## src/rtl/tail_light_pkg.sv

```systemverilog
// Shared types and constants for the rear light bank sequencer.
// Holds the state encoding, mode codes, lamp patterns and the output pattern function.
package tail_light_pkg;

  typedef enum logic [3:0] {
    S_IDLE, S_L1, S_L2, S_L3, S_L4, S_R1, S_R2, S_R3, S_R4, S_HZ_ON, S_HZ_OFF
  } state_e;

  typedef enum logic [1:0] {
    MODE_IDLE   = 2'd0,
    MODE_LEFT   = 2'd1,
    MODE_RIGHT  = 2'd2,
    MODE_HAZARD = 2'd3
  } mode_e;

  typedef enum logic {SIDE_LEFT = 1'b0, SIDE_RIGHT = 1'b1} side_e;

  localparam logic [3:0] LEFT_PAT  [1:4] = '{4'b0001, 4'b0011, 4'b0111, 4'b1111};
  localparam logic [3:0] RIGHT_PAT [1:4] = '{4'b1000, 4'b1100, 4'b1110, 4'b1111};
  localparam logic [7:0] LEFT_MASK  = 8'hF0;
  localparam logic [7:0] RIGHT_MASK = 8'h0F;

  function automatic mode_e mode_of(input state_e s);
    case (s)
      S_L1, S_L2, S_L3, S_L4:  return MODE_LEFT;
      S_R1, S_R2, S_R3, S_R4:  return MODE_RIGHT;
      S_HZ_ON, S_HZ_OFF:       return MODE_HAZARD;
      default:                 return MODE_IDLE;
    endcase
  endfunction

  // Banks outside the owned mask are lit by brake; hazard owns both banks so brake has no effect.
  function automatic logic [7:0] pattern_of(input state_e s, input logic brake);
    logic [7:0] pat;
    logic [7:0] owned;
    pat   = 8'h00;
    owned = 8'h00;
    case (s)
      S_L1:     begin pat = {LEFT_PAT[1], 4'h0};  owned = LEFT_MASK;  end
      S_L2:     begin pat = {LEFT_PAT[2], 4'h0};  owned = LEFT_MASK;  end
      S_L3:     begin pat = {LEFT_PAT[3], 4'h0};  owned = LEFT_MASK;  end
      S_L4:     begin pat = {LEFT_PAT[4], 4'h0};  owned = LEFT_MASK;  end
      S_R1:     begin pat = {4'h0, RIGHT_PAT[1]}; owned = RIGHT_MASK; end
      S_R2:     begin pat = {4'h0, RIGHT_PAT[2]}; owned = RIGHT_MASK; end
      S_R3:     begin pat = {4'h0, RIGHT_PAT[3]}; owned = RIGHT_MASK; end
      S_R4:     begin pat = {4'h0, RIGHT_PAT[4]}; owned = RIGHT_MASK; end
      S_HZ_ON:  begin pat = 8'hFF;                owned = 8'hFF;      end
      S_HZ_OFF: begin pat = 8'h00;                owned = 8'hFF;      end
      default:  begin pat = 8'h00;                owned = 8'h00;      end
    endcase
    return brake ? (pat | ~owned) : pat;
  endfunction

endpackage

```

## src/rtl/tick_prescaler.sv

```systemverilog
// Free-running step prescaler: one-cycle tick every TICK_DIV clk cycles.
module tick_prescaler #(
  parameter int TICK_DIV = 12_500_000
) (
  input  logic clk,
  input  logic reset,
  output logic tick
);

  localparam int W = (TICK_DIV > 1) ? $clog2(TICK_DIV) : 1;
  localparam logic [W-1:0] LAST = W'(TICK_DIV - 1);

  logic [W-1:0] cnt;

  always_ff @(posedge clk or posedge reset) begin
    if (reset) cnt <= '0;
    else       cnt <= (cnt == LAST) ? '0 : cnt + W'(1);
  end

  assign tick = (cnt == LAST);

endmodule

```

## src/rtl/tail_light_scheduler.sv

```systemverilog
// Shares the 8-lamp rear bank among left/right turn, hazard and brake.
// Sticky turn latches, priority + round-robin arbiter, step FSM, registered lamp outputs.
module tail_light_scheduler
  import tail_light_pkg::*;
#(
  parameter int TICK_DIV = 12_500_000
) (
  input  logic       clk,
  input  logic       reset,
  input  logic       left_req,
  input  logic       right_req,
  input  logic       hazard_req,
  input  logic       brake,
  output logic [7:0] leds,
  output logic [1:0] mode,
  output logic       busy,
  output logic       seq_done
);

  state_e state, next_state;
  side_e  last_grant;
  mode_e  mode_q;
  logic   tick;
  logic   pend_l, pend_r;
  logic   grant_l, grant_r, enter_hz, done_d;

  tick_prescaler #(.TICK_DIV(TICK_DIV)) u_prescaler (
    .clk   (clk),
    .reset (reset),
    .tick  (tick)
  );

  // NOTE: every signal driven here gets a default first so no latch is inferred.
  always_comb begin
    next_state = state;
    grant_l    = 1'b0;
    grant_r    = 1'b0;
    done_d     = 1'b0;
    if (tick) begin
      if (hazard_req && state != S_HZ_ON && state != S_HZ_OFF) begin
        next_state = S_HZ_ON;
      end else begin
        case (state)
          S_IDLE: begin
            // On a tie, the side opposite the last grant wins.
            if (pend_l && (!pend_r || last_grant == SIDE_RIGHT)) begin
              next_state = S_L1;
              grant_l    = 1'b1;
            end else if (pend_r) begin
              next_state = S_R1;
              grant_r    = 1'b1;
            end
          end
          S_L1:     next_state = S_L2;
          S_L2:     next_state = S_L3;
          S_L3:     next_state = S_L4;
          S_L4:     begin next_state = S_IDLE; done_d = 1'b1; end
          S_R1:     next_state = S_R2;
          S_R2:     next_state = S_R3;
          S_R3:     next_state = S_R4;
          S_R4:     begin next_state = S_IDLE; done_d = 1'b1; end
          S_HZ_ON:  next_state = S_HZ_OFF;
          S_HZ_OFF: next_state = hazard_req ? S_HZ_ON : S_IDLE;
          default:  next_state = S_IDLE;
        endcase
      end
    end
    enter_hz = (next_state == S_HZ_ON) && (state != S_HZ_ON);
  end

  // NOTE: sequential state uses non-blocking assignments so all registers update together.
  always_ff @(posedge clk or posedge reset) begin
    if (reset) begin
      state      <= S_IDLE;
      pend_l     <= 1'b0;
      pend_r     <= 1'b0;
      last_grant <= SIDE_RIGHT;
      leds       <= 8'h00;
      mode_q     <= MODE_IDLE;
      busy       <= 1'b0;
      seq_done   <= 1'b0;
    end else begin
      state  <= next_state;
      // Clearing beats a same-cycle set, so a held request re-arms one cycle after its grant.
      pend_l <= (pend_l | left_req)  & ~(grant_l | enter_hz);
      pend_r <= (pend_r | right_req) & ~(grant_r | enter_hz);
      if (grant_l)      last_grant <= SIDE_LEFT;
      else if (grant_r) last_grant <= SIDE_RIGHT;
      leds     <= pattern_of(next_state, brake);
      mode_q   <= mode_of(next_state);
      busy     <= (next_state != S_IDLE);
      seq_done <= done_d;
    end
  end

  assign mode = mode_q;

endmodule

```

## config.mk

```make
export PLATFORM = sky130hd
export DESIGN_NAME = tail_light_scheduler
export DESIGN_NICKNAME = d
export VERILOG_FILES = /design/src/rtl/tail_light_pkg.sv /design/src/rtl/tick_prescaler.sv /design/src/rtl/tail_light_scheduler.sv
export SDC_FILE = /design/constraint.sdc
export NUM_CORES = 1
export LEC_CHECK = 0
export ABC_AREA = 1
export CAP_MARGIN = 5
export CORE_ASPECT_RATIO = 0.5
export CORE_MARGIN = 3
export CORE_UTILIZATION = 40
export DETAILED_ROUTE_END_ITERATION = 6
export GPL_TIMING_DRIVEN = 0
export SLEW_MARGIN = 20
export SYNTH_ARGS = -nofsm -noshare
export SYNTH_HDL_FRONTEND = slang
export SYNTH_HIERARCHICAL = 1
export SYNTH_SLANG_ARGS = --single-unit
```

## constraint.sdc

```tcl
create_clock -name clk -period 3.1 [get_ports clk]
set_input_delay 0.31 -clock clk [delete_from_list [all_inputs] [get_ports clk]]
set_output_delay 0.31 -clock clk [all_outputs]
set_load 0.005 [all_outputs]
```

==> Flow_metrics.wiki <==
{| class="wikitable"
! Metric !! Value
|-
| Cell taking the most area after synthesis || dfrtp_1
|-
| Vertical extent of the die || 62.5 µm
|-
| Post-synth design cell area || 0.00255 mm²
|-
| Sort of element at the end of the critical path || flip-flop
|-
| Highest clock frequency the design can meet || 366 MHz
|-
| Number of enable-type register cells in the synthesized netlist || 0
|-
| Layout Nets || 366
|-
| Horizontal die dimension || 119 µm
|-
| Number of instances in the synthesized netlist || 329
|-
| Unique cell type count in the Yosys netlist || 32
|-
| Final WS setup || 0.368 ns
|-
| Post-CTS Setup Inserts || 0
|-
| Start of the worst register-to-register path || u_prescaler/cnt[0]
|-
| Hold WS || 0.471 ns
|-
| Syn. warnings || 6
|-
| Number of endpoints failing setup at the final stage || 0
|-
| Crit path arrival time || 2.94 ns
|-
| Wire length per cell after detailed routing || 11.5 µm
|-
| Number of top-level pins || 18
|-
| Port Buffers || 17
|-
| Switching portion of total power || 0.191
|-
| Layout-stage area growth over the synthesis result || 16.9%
|-
| Overall routed net length || 5030 µm
|-
| Post-synth ARST share || 1.00
|-
| Overall power after layout || 1.14 mW
|-
| Hpwl dp || 3910 µm
|-
| Net load switching power || 0.217 mW
|-
| Portion of the post-synthesis area used by sequential elements || 0.422
|-
| Met2 Track Usage GR || 0.241
|-
| Peak-usage layer in the global routing report || met2
|-
| Combinational group share of total power || 0.025
|-
| Instance area after placement || 0.00283 mm²
|-
| Area of the die || 0.00743 mm²
|-
| Starting Density || 0.440
|-
| GP Congestion || 0.806
|-
| Critical register-to-register path endpoint || leds[1]
|-
| Worst Reg2Reg Path Length in Cells || 17
|-
| Setup slack after placement || 0.349 ns
|-
| CTS Buf Count || 5
|-
| Internal power summed over all cells || 0.919 mW
|-
| Initial antenna violation count || 0
|-
| #FFs+latches synth || 43
|-
| Worst ir drop on vdd || 0.242 mV
|-
| Final ANT Viol Nets || 0
|-
| Count of max-cap constraint violations || 0
|-
| Share of the clock period used by the worst path || 0.881
|-
| Power Density || 381 mW/mm²
|-
| CTS hold repair buffers || 0
|-
| GRT Total Usage || 0.149
|-
| Sum of overflow across all layers after global routing || 0
|-
| Max-slew violation total from the final report || 0
|-
| Maximum number of buffers from clock root to sink || 2
|-
| Last element of the critical path || leds[1]
|-
| Row cnt || 19
|-
| Clock tree from TritonCTS || yes
|-
| Clock latency on the worst-skew pair || 0.28 ns
|-
| N_diodes || 0
|-
| Largest net degree at the start of global routing || 25
|-
| Status || finished clean
|-
| Vias after detailed routing || 2064
|-
| Classification of the worst-slack hold path || reg -> reg
|-
| Synth top area share || 0.412
|-
| Residual DRC || 0
|-
| Static Leakage || 1.43 nW
|-
| Average footprint of a synthesized cell || 7.75 µm²
|-
| Hold Path Stages || 1
|-
| Fill cell total of the finished layout || 555
|-
| Timing startpoint of the critical path || u_prescaler/cnt[0]
|-
| Root buffer cell || clkbuf_16
|-
| Commonest cells post-synth || 81 x nand2_1, 55 x nor2_1, 42 x dfrtp_1, 40 x inv_1, 21 x nand3_1
|-
| Wire length of the first global-routing pass || 8880 µm
|-
| Pin slew with the least headroom to its limit || 0.923 ns
|-
| RSZ-0062 raised after global routing || no
|-
| Crit path max fanout || 10
|-
| Drt initial violations || 119
|-
| Number of nets produced by synthesis || 342
|-
| Final design instance area without fill || 0.00298 mm²
|-
| GR Layer Usage met3 || 0.0506
|-
| Final Skew || 0.00472 ns
|-
| CP Launch Type || flip-flop
|-
| Critical hold path startpoint || u_prescaler/cnt[0]
|-
| Area of the core region || 0.00580 mm²
|-
| Top flip-flop cell by instance count after synthesis || dfrtp_1
|-
| Post-detailed-route via-to-cell ratio || 4.71
|-
| Detailed-routing iteration count for the pre-antenna-repair pass || 5
|-
| Worst max-slew margin expressed relative to the limit || 0.384
|-
| Clock Sink Count || 43
|-
| GR met1 Demand/Resource || 0.190
|-
| Final total negative setup slack || 0 ns
|-
| Crit Path Category || reg -> reg
|-
| Synth top area cells || dfrtp_1 41%, nand2_1 12%, nor2_1 8.1%
|-
| Sequential fraction of design power || 0.498
|-
| WP data required || 3.31 ns
|-
| Register-to-register setup slack || 0.37 ns
|-
| Number of global-route vias before repair || 1952
|-
| Clock slew seen by the registers of the worst setup and hold paths || 0.06 ns
|-
| H-tree depth || 2
|-
| Layout cells sized above 1 || 0.158
|-
| Proportion of power drawn by the clock network || 0.477
|-
| Resized Gates After CTS || 0
|-
| Final hold vios || 0
|-
| Tmin final || 2.73 ns
|-
| Most repeated cell in the gate-level netlist after synthesis || nand2_1
|}
how the worst min path moves through the flow:
stage,endpoint
floorplan,busy
global placement,u_prescaler/cnt[0]
detailed placement,u_prescaler/cnt[0]
CTS,u_prescaler/cnt[0]
global route,u_prescaler/cnt[0]
finish,u_prescaler/cnt[0]
stage by stage:
step,instances,utilization
2_1_floorplan,329,-
3_3_place_gp,430,0.487
3_5_place_dp,430,0.487
4_1_cts,438,0.514
5_1_grt,438,0.514
6_report,438,0.514
cell type report:
class	instances	area, µm²	share of cell area
multi-input combinational	239	1290	0.434
sequential	43	1080	0.361
inverter	47	179	0.0600
timing repair buffer	17	170	0.0571
clock buffer	8	156	0.0525
tap	84	105	0.0352
routing by layer:
layer | share of wire | vias up
met1 | 0.47 | 960
li1 | - | 1065
met2 | 0.48 | 35
met3 | 0.035 | 4
met4 | 0.011 | 0
met5 | 0 | -
critical path: stages, from the launching register on:
cell and delay (ns):
dfrtp_1 0.37, ha_1 0.19, nand2_1 0.10, nor2_2 0.15, nand2_1 0.07, nor2_1 0.12
nand2_2 0.16, inv_2 0.23, inv_1 0.11, nand2_1 0.08, nand2_2 0.09, inv_2 0.10
ha_1 0.24, inv_1 0.09, ha_1 0.19, o21ai_2 0.17, nand2_2 0.09, nand3_1 0.10
sequential cells by signal (all words and copies together) (netlist names):
register	flops
leds	8
busy	1
state	4
u_prescaler/cnt	24
last_grant	1
seq_done	1
pend_r	1
mode	2
pend_l	1
power groups by stage:
stage	clock [mW]	combinational, mW	sequential, mW
floorplan	0	0.0123	0.575
global route	0.588	0.0321	0.565
detailed placement	0	0.0299	0.575
CTS	0.560	0.0300	0.565
finish	0.542	0.0284	0.565
global placement	0	0.0292	0.575
layout by cell type, fill, tap and decap left out, drive strengths merged:
cell type and count:
clkbuf 8, nor3 3, ha 7, clkdlybuf4s50 17
dfrtp 42, nand3b 2, o31ai 1, o211ai 1
inv 47, xnor2 1, dfstp 1, xor2 9
nand2 99, nand3 26, nand4 4, o21a 1
and2 1, o21bai 2, o21ai 7, a21oi 8
nor2 67
cells by family (layout without fill, tap and decap cells):
kind of cell	count (synthesis)	count (layout)	share of synthesized area
buffers and inverters	47	72	0.0702
AND/OR/NAND/NOR	202	202	0.386
XOR/XNOR	10	10	0.0343
flip-flops	43	43	0.422
adder cells (fa/ha/maj)	7	7	0.0343
AO/OA/AOI/OAI	20	20	0.0530
Note: power is estimated with default switching activity, not from simulation.
